===== src/rtl/branch_target_lut.sv =====
// branch_target_lut
//   Runtime-programmable branch-target table for the fetch stage.
//   N = 2**A entries, each {mode, value}. Absolute entries (mode 0) return the
//   stored target; relative entries (mode 1) return pc_in + offset mod 2**D.
//   After every reset the table clears itself with a sequential sweep
//   (INIT state, o_busy high), then services writes and lookups (READY).
//
// Handshake: strobes only, no back-pressure. i_wr_en / i_rd_en are accepted on
//   any rising edge where the FSM is READY and i_reset is low; while o_busy is
//   high they are dropped. An accepted lookup produces exactly one
//   o_target_valid pulse on the following cycle, in issue order.
//
// Ports
//   i_clk, i_reset         clock, synchronous active-high reset
//   i_wr_en/addr/data/rel  table write: entry[addr] <= {rel, data}
//   i_rd_en/addr, i_pc_in  lookup request and PC of the branching instruction
//   o_target               registered resolved target (holds between lookups)
//   o_target_valid         one-cycle pulse per accepted lookup
//   o_target_rel           mode of the entry that produced o_target
//   o_busy                 init sweep in progress
//   o_dbg_state            FSM state (0 = INIT, 1 = READY) for observation
module branch_target_lut #(
  parameter int D = 10,
  parameter int A = 4
) (
  input  logic         i_clk,
  input  logic         i_reset,
  input  logic         i_wr_en,
  input  logic [A-1:0] i_wr_addr,
  input  logic [D-1:0] i_wr_data,
  input  logic         i_wr_rel,
  input  logic         i_rd_en,
  input  logic [A-1:0] i_rd_addr,
  input  logic [D-1:0] i_pc_in,
  output logic [D-1:0] o_target,
  output logic         o_target_valid,
  output logic         o_target_rel,
  output logic         o_busy,
  output logic         o_dbg_state
);

  localparam int N = 1 << A;

  typedef enum logic {
    ST_INIT  = 1'b0,
    ST_READY = 1'b1
  } state_t;

  state_t         r_state;
  logic [A-1:0]   r_idx;
  logic [D:0]     r_mem [N];
  logic [D-1:0]   r_target;
  logic           r_target_valid;
  logic           r_target_rel;

  logic           w_ready;
  logic           w_hit;
  logic [D:0]     w_entry;
  logic [D-1:0]   w_sum;
  logic [D-1:0]   w_result;
  logic           w_mem_we;
  logic [A-1:0]   w_mem_addr;
  logic [D:0]     w_mem_data;

  assign w_ready = (r_state == ST_READY);

  // Write-first: a same-cycle write to the looked-up entry is forwarded,
  // including its mode, so the relative add uses the new offset.
  assign w_hit   = i_wr_en && (i_wr_addr == i_rd_addr);
  assign w_entry = w_hit ? {i_wr_rel, i_wr_data} : r_mem[i_rd_addr];

  // D-bit add; the carry out is dropped so negative offsets wrap naturally.
  assign w_sum    = i_pc_in + w_entry[D-1:0];
  assign w_result = w_entry[D] ? w_sum : w_entry[D-1:0];

  // Single write port shared by the clearing sweep and the loader path.
  always_comb begin
    w_mem_we   = 1'b0;
    w_mem_addr = i_wr_addr;
    w_mem_data = {i_wr_rel, i_wr_data};
    if (!i_reset) begin
      if (r_state == ST_INIT) begin
        w_mem_we   = 1'b1;
        w_mem_addr = r_idx;
        w_mem_data = '0;
      end else begin
        w_mem_we   = i_wr_en;
      end
    end
  end

  always_ff @(posedge i_clk) begin
    if (w_mem_we) begin
      r_mem[w_mem_addr] <= w_mem_data;
    end
  end

  always_ff @(posedge i_clk) begin
    if (i_reset) begin
      r_state        <= ST_INIT;
      r_idx          <= '0;
      r_target       <= '0;
      r_target_valid <= 1'b0;
      r_target_rel   <= 1'b0;
    end else begin
      case (r_state)
        ST_INIT: begin
          r_target_valid <= 1'b0;
          r_idx          <= r_idx + A'(1);
          if (r_idx == {A{1'b1}}) begin
            r_state <= ST_READY;
          end
        end
        ST_READY: begin
          r_target_valid <= i_rd_en;
          if (i_rd_en) begin
            r_target     <= w_result;
            r_target_rel <= w_entry[D];
          end
        end
        default: begin
          r_state        <= ST_INIT;
          r_idx          <= '0;
          r_target_valid <= 1'b0;
        end
      endcase
    end
  end

  assign o_target       = r_target;
  assign o_target_valid = r_target_valid;
  assign o_target_rel   = r_target_rel;
  assign o_busy         = !w_ready;
  assign o_dbg_state    = r_state;

endmodule


===== config.mk =====
export PLATFORM = sky130hd
export DESIGN_NAME = branch_target_lut
export DESIGN_NICKNAME = d
export VERILOG_FILES = /design/src/rtl/branch_target_lut.sv
export SDC_FILE = /design/constraint.sdc
export NUM_CORES = 1
export LEC_CHECK = 0
export CELL_PAD_IN_SITES_DETAIL_PLACEMENT = 0
export CELL_PAD_IN_SITES_GLOBAL_PLACEMENT = 1
export CORE_MARGIN = 1
export CORE_UTILIZATION = 55
export DETAILED_ROUTE_END_ITERATION = 10
export HOLD_SLACK_MARGIN = 0.15
export PLACE_DENSITY = 0.94
export SETUP_SLACK_MARGIN = 0.2
export SYNTH_ARGS = -nofsm -noshare
export SYNTH_HDL_FRONTEND = slang
export SYNTH_SLANG_ARGS = --single-unit

===== constraint.sdc =====
create_clock -name i_clk -period 9 [get_ports i_clk]
set_input_delay 2.25 -clock i_clk [delete_from_list [all_inputs] [get_ports i_clk]]
set_output_delay 2.25 -clock i_clk [all_outputs]
set_load 0.01 [all_outputs]

Yosys cells after proc, flatten, opt, wreduce, memory -nomap -nowiden
Memories as Yosys holds them, arrays and structs flattened.
Index checks and enable logic that the tools add are counted.

word-level totals
  register bits after elaboration = 17
  memory bits (writable) = 176
  input port bits = 33
  output and inout port bits = 14
  memories kept = 1

cells by class
  add/sub/neg operators = 2
  eq/ne operators = 2
  multiplexer cells = 13
  bitwise gates (word level) = 1
  reduce and logical (&&, ||, !) cells = 3

memories
  name   depth  bits a word  read ports  clocked after memory_dff  write ports  RTL line  RTL
  r_mem  16     11           1           0                         1            51        logic [D:0] r_mem [N];

operators by type and width
  operator                                                        count
  11-bit two-way mux                                              3
  10-bit adder                                                    1
  10-bit two-way mux                                              1
  4-bit two-way mux                                               2
  1-bit two-way mux                                               6
  4-bit by 1-bit adder with 4-bit output (second input constant)  1
  4-bit equality test                                             1
  4-bit equality test (second input constant)                     1
  1-bit case mux with 2 select lines                              1
  2-bit AND reduction                                             1
  1-bit logical AND                                               1
  1-bit zero test                                                 1
  1-bit NOT                                                       1

Depth between registers and ports, before layout
  depth in word-level cells = 5
  depth in mapped cells = 15
  mapped depth without buffers = 13

Worst setup path before layout
Ideal clock, no wire load.

  path type = input to register
  start point = input port i_rd_addr[3]
  end point = register r_target[9] (netlist: o_target[9])
  setup time = 0.117 ns
  arrival = 5.560 ns
  required time = 8.883 ns
  slack = 3.323 ns
  stages = 14
  buffers on the path = 3
  cell sequence = clkbuf_1 -> buf_2 -> clkbuf_1 -> mux4_2 -> mux4_2 -> mux2_2 -> ha_1 -> o21ai_0 -> o21ai_0 -> a21oi_1 -> or3_1 -> a31o_2 -> mux2i_1 -> nand2_1

on the way
  word-level cells in the longest chain between the ends = 5

ends and longest elaborated chain
  what                                                                        RTL line  RTL
  start, declared                                                             33        input logic [A-1:0] i_rd_addr,
  parallel branches: the longest is 2 deep, another holds memory 16 x 11 bit  -
  11-bit two-way mux *                                                        70        assign w_entry = w_hit ? {i_wr_rel, i_wr_data} : r_mem[i_rd_addr];
  10-bit adder                                                                73        assign w_sum = i_pc_in + w_entry[D-1:0];
  10-bit two-way mux *                                                        74        assign w_result = w_entry[D] ? w_sum : w_entry[D-1:0];
  end signal, assigned                                                        117       r_target <= w_result;
  end, declared                                                               52        logic [D-1:0] r_target;

Every way passes the cells marked *.
A chain may end at the register's enable or synchronous reset.

Worst setup path in the final report
  start point = input port i_rd_addr[1]
  end point = register r_target[7] (netlist: o_target[7])

The elaborated chain is that of the path after synthesis.

==> impl_metrics.ini <==
[cts]
clkTransAtPathRegs_ps = 60
cts_sinks = 193
postCtsResizedCells = 0
clk_path_buf_depth = 2
clockRootBuffer = clkbuf_16
postCtsSetupBuffers = 0
cts_tree = built
clk_latency_ps = 430
cts.htree.levels = 4
cts_inserted_buffers = 17
cts-hold-fix-buffers = 0

[routing]
wl_um = 18300
drc = 0
wl_per_cell_um = 25.9
ant_nets = 0
dr_total_vias = 4440
drtIter0Drc = 523
drt_pre_antenna_iters = 5
vias_per_cell = 6.27

[critical_path]
path_max_fanout = 15
worstPathBufferInverterCount = 1
critPathCaptureType = register
crit_family = buffers and inverters
ff2ff_setup_slack_ps = 5410
crit_path_start_kind = primary input
path_common_cell = a211oi_1
reg2reg_from = r_mem[1][1]$_DFFE_PP_
slowest_stage = clkdlybuf4s50_1
r2r_cells = 11
path_depth = 13
cp-startpoint = i_rd_addr[1]
path_class = primary input to register
cp_slowest_stage_delay_ps = 1150
worstPathCellList = clkdlybuf4s50_1 -> xnor2_1 -> nand2_1 -> nor4_4 -> mux2_2 -> ha_1 -> a211oi_1 -> o21ai_0 -> a2111oi_0 -> nor3_1 -> xor2_1 -> mux2i_1 -> a211oi_1
cp.arrival_ps = 6650
required_ps = 9330

[timing]
timing.fmax_mhz = 158
slew_violations = 0
finClkSkew_ps = 10.8
fin_tns_setup_ps = 0
rsz0062_at_grt = no
setup_viol = 0
post-route-period-util_pct = 70.2
min_period_ps = 6320
slew_headroom_pct = 30.6
whs_ps = 454
finalHoldViolations = 0
tightest_slew_ps = 1040

[layout]
diodes = 0
postLayoutCoreUtil_pct = 65.1
nNetsFinal = 557
drive_gt1_share_pct = 21.4
final_cell_mix = edfxtp_1 (176), mux4_2 (46), clkdlybuf4s50_1 (44)
fillCellCount = 1008
seq_area_sq_um = 5630
syn_to_final_growth_pct = 15.3
multi_input_area_sq_um = 2430
layout_commonest_cell = edfxtp_1

[floorplan]
rows = 44
start_util_pct = 56.5
die-height_um = 124
io-pin-count = 47
fp.dieW_um = 124
dieArea_sq_um = 15400
core_area_sq_um = 14500

[logic_synthesis]
syn_nets = 494
seq_area_frac_synth_pct = 68.5
synth.distinct_cells = 41
synth_ff_type = edfxtp_1
netlist_instances = 450
syn_area_sq_um = 8210
syn_area_per_cell_sq_um = 18.2
synth-seq-cells = 193
yosysWarningCount = 0
synth-edff-count = 176
ys_async_sr_fraction_pct = 0

[min_path]
min_path_type = register to register
whs_path_depth = 2
hold_start = o_target[1]$_SDFFE_PP0P_

[power_and_ir_drop]
leakagePower_nw = 3.14
p_per_area_nw_per_um2 = 199
peakVddDrop_mv = 0.154

[grt]
grt_pass1_wl_um = 27200
grt_max_degree = 27
antenna_found_initial = 0
grt_pass1_vias = 4521
grt_usage_pct = 26.3
grt-ovfl-total = 0

[run_status]
status = finished, final reports clean

[placed_design]
gp_congestion = 0.878
hpwl_um = 11600
port_buffers = 46

[job]
cap_violations = 0
[cell type report]
| type | instances | area share [%] |
|---|---|---|
| flip-flops and latches | 193 | 59.4 |
| multi-input cells | 227 | 25.7 |
| repair buffers | 66 | 6.34 |
| clock buffers | 18 | 4.53 |
| well taps | 184 | 2.43 |
| clock inverters | 12 | 1.24 |
| inverters | 8 | 0.317 |
[per-stage QoR]
stage	cell area [sq um]	instances	power, mW	setup WS, ps
floorplan	8210	450	1.14	3320
global placement	8920	678	1.19	2390
detailed placement	8920	678	1.19	2200
CTS	9470	708	1.90	2660
global route	9470	708	1.95	2270
finish	9470	708	1.89	2680
[synthesized netlist by cell type, types with 6 or more instances]
cell	number	area share [%]
edfxtp_1	176	64
mux4_2	46	13
nor2_1	40	1.8
dfxtp_1	17	4.1
nand2_1	17	0.78
nor2b_1	15	1.1
a21oi_1	13	0.79
mux2_2	12	1.6
clkbuf_1	11	0.50
ha_1	10	1.5
mux4_1	9	2.9
xor2_1	9	0.96
a211oi_1	8	0.73
inv_1	8	0.37
buf_2	6	0.37
[flip-flops by register name (all words and copies together), names as in the netlist]
signal / cells
o_dbg_state: 1
o_target_valid: 1
o_target: 10
o_target_rel: 1
r_idx: 4
r_mem: 176
[worst min-delay path, stage by stage, from the launching register on]
cell     delay (ps)
dfxtp_1         310
nand2_1          50
a21oi_1          50
[cells by family (layout without fill, tap and decap cells)]
logic type      Yosys count  after routing  share of synthesized area [%]
buf+inv                  30            104                           1.94
simple gates             91             91                           5.24
xor+xnor                 13             13                           1.39
mux                      73             73                           18.0
fa+ha+maj                11             11                           1.77
compound gates           39             39                           3.12
flops                   193            193                           68.5
[per-layer routing]
| layer | share of wire, % | global-route usage (%) | vias to the layer above |
|---|---|---|---|
| met5 | 0 | 0 | - |
| met4 | 2.7 | 11.2 | 0 |
| met3 | 7.3 | 6.36 | 37 |
| met2 | 50 | 42.2 | 208 |
| met1 | 40 | 34.4 | 2272 |
| li1 | - | - | 1923 |
[path summary, 6_finish.rpt]
path                              end
max          o_target[7]$_SDFFE_PP0P_
min          o_target[1]$_SDFFE_PP0P_
max reg2reg  o_target[7]$_SDFFE_PP0P_
min reg2reg  o_target[1]$_SDFFE_PP0P_
[power by group]
group	internal [mW]	switching (mW)	leakage [nW]	total (mW)
clock	0.402	0.309	0.270	0.711
sequential	0.993	0.00504	1.75	0.998
combinational	0.0807	0.0979	1.12	0.179
total	1.48	0.412	3.14	1.89
Note: power is estimated with default switching activity, not from simulation.
